<file path="src/rtl/imem_fetch_responder_if.sv">
// Fetch request/response and program-load bus between a requester and imem_fetch_responder.
// The master drives request and load signals; the slave (responder) drives the response.
interface imem_fetch_responder_if #(
   parameter int n_bit = 8
);
   logic             req;
   logic [n_bit-1:0] pc;
   logic             busy;
   logic             valid;
   logic [31:0]      instr;
   logic             misalign;
   logic             ld_en;
   logic [n_bit-3:0] ld_addr;
   logic [31:0]      ld_data;

   modport master (
      output req, pc, ld_en, ld_addr, ld_data,
      input  busy, valid, instr, misalign
   );

   modport slave (
      input  req, pc, ld_en, ld_addr, ld_data,
      output busy, valid, instr, misalign
   );
endinterface

</file>
<file path="src/rtl/imem_fetch_responder.sv">
// Instruction-memory responder: accepts a PC fetch, waits WAIT_STATES cycles, returns one word.
// Optional feature macro: IMEM_MISALIGN_TRAP_EN (misaligned fetches answer at once with a NOP).
module imem_fetch_responder #(
   parameter int n_bit       = 8,
   parameter int WAIT_STATES = 2
) (
   input logic                  clk,
   input logic                  reset_n,
   imem_fetch_responder_if.slave bus
);
   localparam int         DEPTH   = 2 ** (n_bit - 2);
   localparam logic [3:0] LP_WAIT = 4'(WAIT_STATES);

   typedef enum logic [1:0] {IDLE, WAIT, RESP} state_t;

   state_t           r_state;
   state_t           w_nextState;
   logic [3:0]       r_cnt;
   logic [n_bit-3:0] r_addr;
   logic [31:0]      r_instr;
   logic             r_misalign;
   logic [31:0]      r_mem [DEPTH];

   logic             w_accept;
   logic             w_trap;
   logic             w_doRead;
   logic             w_doTrap;
   logic             w_loadCnt;
   logic [n_bit-3:0] w_readIdx;

`ifdef IMEM_MISALIGN_TRAP_EN
   assign w_trap = (bus.pc[1:0] != 2'b00);
`else
   logic w_unusedPcBits;
   assign w_trap         = 1'b0;
   assign w_unusedPcBits = ^bus.pc[1:0];
`endif

   assign w_accept = (r_state == IDLE) && bus.req;

   // With zero wait states the read happens on the accept edge, before r_addr holds the index.
   assign w_readIdx = (r_state == IDLE) ? bus.pc[n_bit-1:2] : r_addr;

   always_ff @(posedge clk) begin
      if (!reset_n) begin
         r_state <= IDLE;
      end else begin
         r_state <= w_nextState;
      end
   end

   always_comb begin
      w_nextState = r_state;
      w_doRead    = 1'b0;
      w_doTrap    = 1'b0;
      w_loadCnt   = 1'b0;
      case (r_state)
         IDLE: begin
            if (bus.req) begin
               if (w_trap) begin
                  w_nextState = RESP;
                  w_doTrap    = 1'b1;
               end else if (WAIT_STATES == 0) begin
                  w_nextState = RESP;
                  w_doRead    = 1'b1;
               end else begin
                  w_nextState = WAIT;
                  w_loadCnt   = 1'b1;
               end
            end
         end
         WAIT: begin
            if (r_cnt <= 4'd1) begin
               w_nextState = RESP;
               w_doRead    = 1'b1;
            end
         end
         RESP: begin
            w_nextState = IDLE;
         end
         default: begin
            w_nextState = IDLE;
         end
      endcase
   end

   always_ff @(posedge clk) begin
      if (!reset_n) begin
         r_cnt      <= 4'd0;
         r_addr     <= '0;
         r_instr    <= 32'h0;
         r_misalign <= 1'b0;
      end else begin
         if (w_accept) begin
            r_addr <= bus.pc[n_bit-1:2];
         end
         if (w_loadCnt) begin
            r_cnt <= LP_WAIT;
         end else if ((r_state == WAIT) && (r_cnt > 4'd1)) begin
            r_cnt <= r_cnt - 4'd1;
         end
         if (w_doRead) begin
            r_instr    <= r_mem[w_readIdx];
            r_misalign <= 1'b0;
         end else if (w_doTrap) begin
            r_instr    <= 32'h0;
            r_misalign <= 1'b1;
         end
      end
   end

   // Program storage survives reset; a same-edge write never disturbs the read above.
   always_ff @(posedge clk) begin
      if (bus.ld_en) begin
         r_mem[bus.ld_addr] <= bus.ld_data;
      end
   end

   assign bus.busy     = (r_state != IDLE);
   assign bus.valid    = (r_state == RESP);
   assign bus.instr    = r_instr;
   assign bus.misalign = r_misalign;
endmodule

</file>
<file path="src/flat_wrapper.sv">
// flat-port wrapper written by rule: the top's interface ports become plain ports
module imem_fetch_responder_flat 
#(
   parameter int n_bit       = 8,
   parameter int WAIT_STATES = 2
)
  (clk, reset_n, bus_req, bus_pc, bus_ld_en, bus_ld_addr, bus_ld_data, bus_busy, bus_valid, bus_instr, bus_misalign);
  imem_fetch_responder_if #(.n_bit(n_bit)) bus_i ();
  input logic clk;
  input logic reset_n;
  input wire logic [$bits(bus_i.req)-1:0] bus_req;
  input wire logic [$bits(bus_i.pc)-1:0] bus_pc;
  input wire logic [$bits(bus_i.ld_en)-1:0] bus_ld_en;
  input wire logic [$bits(bus_i.ld_addr)-1:0] bus_ld_addr;
  input wire logic [$bits(bus_i.ld_data)-1:0] bus_ld_data;
  output wire logic [$bits(bus_i.busy)-1:0] bus_busy;
  output wire logic [$bits(bus_i.valid)-1:0] bus_valid;
  output wire logic [$bits(bus_i.instr)-1:0] bus_instr;
  output wire logic [$bits(bus_i.misalign)-1:0] bus_misalign;
  assign bus_i.req = bus_req;
  assign bus_i.pc = bus_pc;
  assign bus_i.ld_en = bus_ld_en;
  assign bus_i.ld_addr = bus_ld_addr;
  assign bus_i.ld_data = bus_ld_data;
  assign bus_busy = bus_i.busy;
  assign bus_valid = bus_i.valid;
  assign bus_instr = bus_i.instr;
  assign bus_misalign = bus_i.misalign;
  imem_fetch_responder #(.n_bit(n_bit), .WAIT_STATES(WAIT_STATES)) u_core (.clk(clk), .reset_n(reset_n), .bus(bus_i));
endmodule
</file>
<file path="config.mk">
export PLATFORM = sky130hd
export DESIGN_NAME = imem_fetch_responder_flat
export DESIGN_NICKNAME = d
export VERILOG_FILES = /design/src/rtl/imem_fetch_responder_if.sv /design/src/rtl/imem_fetch_responder.sv /design/src/flat_wrapper.sv
export SDC_FILE = /design/constraint.sdc
export NUM_CORES = 2
export LEC_CHECK = 0
export ABC_CLOCK_PERIOD_IN_PS = 8500
export BUFFER_PORTS_ARGS = -buffer_cell sky130_fd_sc_hd__buf_2
export CORE_MARGIN = 4
export CORE_UTILIZATION = 50
export DETAILED_ROUTE_END_ITERATION = 8
export PLACE_DENSITY = 0.66
export SYNTH_ARGS = -nofsm -noshare
export SYNTH_HDL_FRONTEND = slang
export SYNTH_SLANG_ARGS = --single-unit
export TNS_END_PERCENT = 10
</file>
<file path="constraint.sdc">
create_clock -name clk -period 8.5 [get_ports clk]
set_input_delay 0.425 -clock clk [delete_from_list [all_inputs] [get_ports clk]]
set_output_delay 0.425 -clock clk [all_outputs]
set_load 0.1 [all_outputs]
</file>
==> summary.txt <==
Synth
  • Synth Flop Type: edfxtp_1
  • Synth Area in Simple Gates: 0.0937
  • Compound-Gate Fraction of Synth Area: 0.0671
  • Area leader, netlist: edfxtp_1
  • Post-synthesis mux area share: 0.0580
  • Largest family of logic cells by synthesized area: simple AND/OR/NAND/NOR gates
  • EDFF count, synth: 2,048
  • Synth async-reset ratio: 0
  • Seq/Total Area, Yosys: 0.760
  • Yosys cell types: 66
  • Post-synth top area share: 0.749
  • Synth Area per Inst: 15.0 sq um
  • Ys Warns: 0
  • Synth area leaders: edfxtp_1, mux2i_1, nand2_1
  • Post-Synth XOR/XNOR Area: 0.000320
  • Seq cells post-synth: 2,092
  • Post-Syn Area: 82,100 sq um
  • Post-Syn Nets: 5,512
  • Synth Area in Adders: 0.000305
  • Post-Syn Instances: 5,460

STA
  • Hold WS: 147 ps
  • Skew final: 23.4 ps
  • Pins Over Slew Limit: 0
  • Worst slew pin tran: 1280 ps
  • Worst rel slew slack: 0.144
  • Max Freq: 192 MHz
  • Final Hold Viols: 0
  • Setup violators final: 0
  • RSZ-0062 raised after global routing: false
  • Clock period minus worst slack: 5210 ps
  • TNS Setup: 0 ps
  • Part of the cycle the worst path needs: 0.613

Power
  • Switching Fraction: 0.242
  • Cell Int Power: 16,700 uW
  • Gate power share: 0.093
  • Tot Pwr: 22,000 uW
  • Power per standard cell area: 241 nW/um^2
  • Sequential fraction of design power: 0.521
  • Clk pwr share: 0.386
  • Peak supply drop: 0.224 mV
  • Net load switching power: 5330 uW
  • Static Leak: 0.0302 uW

Routing
  • Vias: 48,700
  • DRC errors left: 0
  • Iteration-0 DRC Markers: 6,386
  • Pre-Repair DR Iteration Count: 6
  • DRT antenna net count: 0
  • Routed wire length: 219,000 um
  • Wire per inst: 27.7 um
  • DR vias/cell: 6.18

Clock network
  • CTS tree: yes
  • TritonCTS Sinks: 2,092
  • Clk Latency, worst-skew pair: 830 ps
  • Clock slew at reported path FFs: 60 ps
  • Setup Buffers After CTS: 0
  • H-Tree Depth: 4
  • CTS Buffer Depth: 3
  • Cts bufs inserted: 203
  • Root buf cell: clkbuf_16

Setup path
  • Critical Path AT: 5950 ps
  • Most repeated library cell on the critical path: buf_4
  • CP max stage delay: 720 ps
  • Crit Path Class: flip-flop to flip-flop
  • CP cell instances: o21ai_0 -> and2_4 -> buf_4 -> buf_4 -> buf_4 -> nand2_1 -> a32oi_1 -> a31oi_1 -> and4_1 -> nor3_1
  • Critical Path Source Type: flip-flop
  • Crit. End Element: flip-flop
  • Worst Path Max Fanout: 68
  • Slowest CP cell: buf_4
  • Worst Path Required: 9240 ps

Global route
  • GRT Overall Usage: 0.253
  • Initial antenna violation count: 17
  • First-pass GRT wire length: 314,000 um
  • Total congestion overflow: 0
  • Largest net degree at the start of global routing: 133
  • Vias in the first global route: 46,300

Die
  • Chip Width: 413 um
  • Die Y: 413 um
  • I/O Pins: 85
  • FP Rows: 148
  • Initial Util: 0.504
  • Core ar.: 163,000 sq um
  • Die area: 171,000 sq um

Final layout
  • Final #Nets: 5,580
  • Layout cell share with drive strength beyond 1: 0.105
  • Design area: 91,600 sq um
  • Commonest non-fill, non-tap cell in the layout: edfxtp_1
  • Fillers: 12,600
  • Most frequent cells in the layout: edfxtp_1, nand2_1, mux2i_1, clkbuf_16, nor2_1
  • Layout area overhead: 11.6%

Hold path
  • Hold Crit Class: primary input to flip-flop

Placement
  • Dpl hpwl: 117,000 um
  • Global placer's final weighted congestion: 0.834
  • Placed Area: 85,300 sq um
  • Buffers on Ports: 81

Status
  • Outcome: finished clean

Job
  • Max-Cap Viols: 0
-- power by group through the flow --
stage	clock, uW	sequential (uW)	combinational [uW]
2_1_floorplan	0	11800	1180
4_1_cts	8600	11500	2030
5_1_grt	9060	11500	2190
3_5_place_dp	0	11700	2020
6_report	8500	11500	2040
3_3_place_gp	0	11700	1990
-- worst max-delay path: cells and delay by family (launching register included) --
kind                   cells  cell delay [ps]
buffers and inverters      3             2090
AND/OR/NAND/NOR            4             1240
flip-flops                 1              460
AO/OA/AOI/OAI              3             1120
-- cell usage after synthesis (4+ instances only) --
library cell and n:
or4_1 30, buf_2 138, nor2_1 255, nand4_1 97
a31oi_1 77, a21oi_1 178, nor2b_1 38, a22oi_1 19
a32oi_1 140, a21boi_0 7, and2_1 4, o32ai_1 31
nor4_1 4, nand3_1 175, edfxtp_1 2048, o22ai_1 5
nand3b_1 8, o221ai_1 62, mux4_2 13, a32o_1 32
dfxtp_1 44, a221oi_1 43, a21o_1 11, buf_4 35
or3_1 4, and4_1 32, nor3_1 67, a211oi_1 34
o21ai_0 96, mux2_2 6, buf_1 33, clkbuf_1 154
mux2i_1 440, nand2_1 1031, a311oi_1 19
-- area by class of cell --
| type | instances | area, sq um | area share |
|---|---|---|---|
| Antenna cell | 8 | 20.0 | 0.000219 |
| Clock buffer | 280 | 5410 | 0.0591 |
| Clock inverter | 97 | 816 | 0.00891 |
| Inverter | 4 | 17.5 | 0.000191 |
| Multi-Input combinational cell | 3003 | 18600 | 0.204 |
| Sequential cell | 2092 | 62400 | 0.681 |
| Tap cell | 2175 | 2720 | 0.0297 |
| Timing Repair Buffer | 224 | 1570 | 0.0171 |
-- flip-flops by register name (all words and copies together), names as in the netlist --
signal            count
u_core.bus.instr     32
u_core.r_cnt          4
u_core.r_mem       2048
u_core.r_state        2
u_core.r_addr         6
-- metal layers --
layer  vias up  global-route usage  share of wire
met1     24800               0.353           0.40
met5         -                   0        0.00029
met4        10              0.0710          0.024
met2      2352               0.394           0.46
met3       364              0.0681           0.11
li1      21200                   -              -
-- timing repair --
action	CTS	global route
hold buffers	5	0
gates resized for setup	0	0
endpoints found under the hold margin	5	0
-- path summary, 6_finish.rpt --
| path | end | depth (start not counted) | from | slack [ps] |
|---|---|---|---|---|
| min reg2reg | u_core.r_addr[5] | 2 | u_core.r_addr[5] | 470 |
| max reg2reg | u_core.bus.instr[2] | 10 | u_core.r_state[1] | 3290 |
| min | u_core.r_addr[0] | 3 | bus_pc[2] | 150 |
| max | u_core.bus.instr[2] | 10 | u_core.r_state[1] | 3290 |
-- per-stage QoR --
stage	util	cells	worst slack [ps]
after floorplan	-	5460	4740
after global placement	0.523	7493	3480
after detailed placement	0.523	7493	3440
after CTS	0.562	7875	3390
after global routing	0.562	7879	3050
final	0.562	7883	3290
-- logic make-up after synthesis --
group / count (synthesis)
mux: 459
simple gates: 1763
buf+inv: 365
other cells: 1
flops: 2092
fa+ha+maj: 2
compound gates: 775
xor+xnor: 3
No activity file was read; power rests on OpenSTA's default activity.
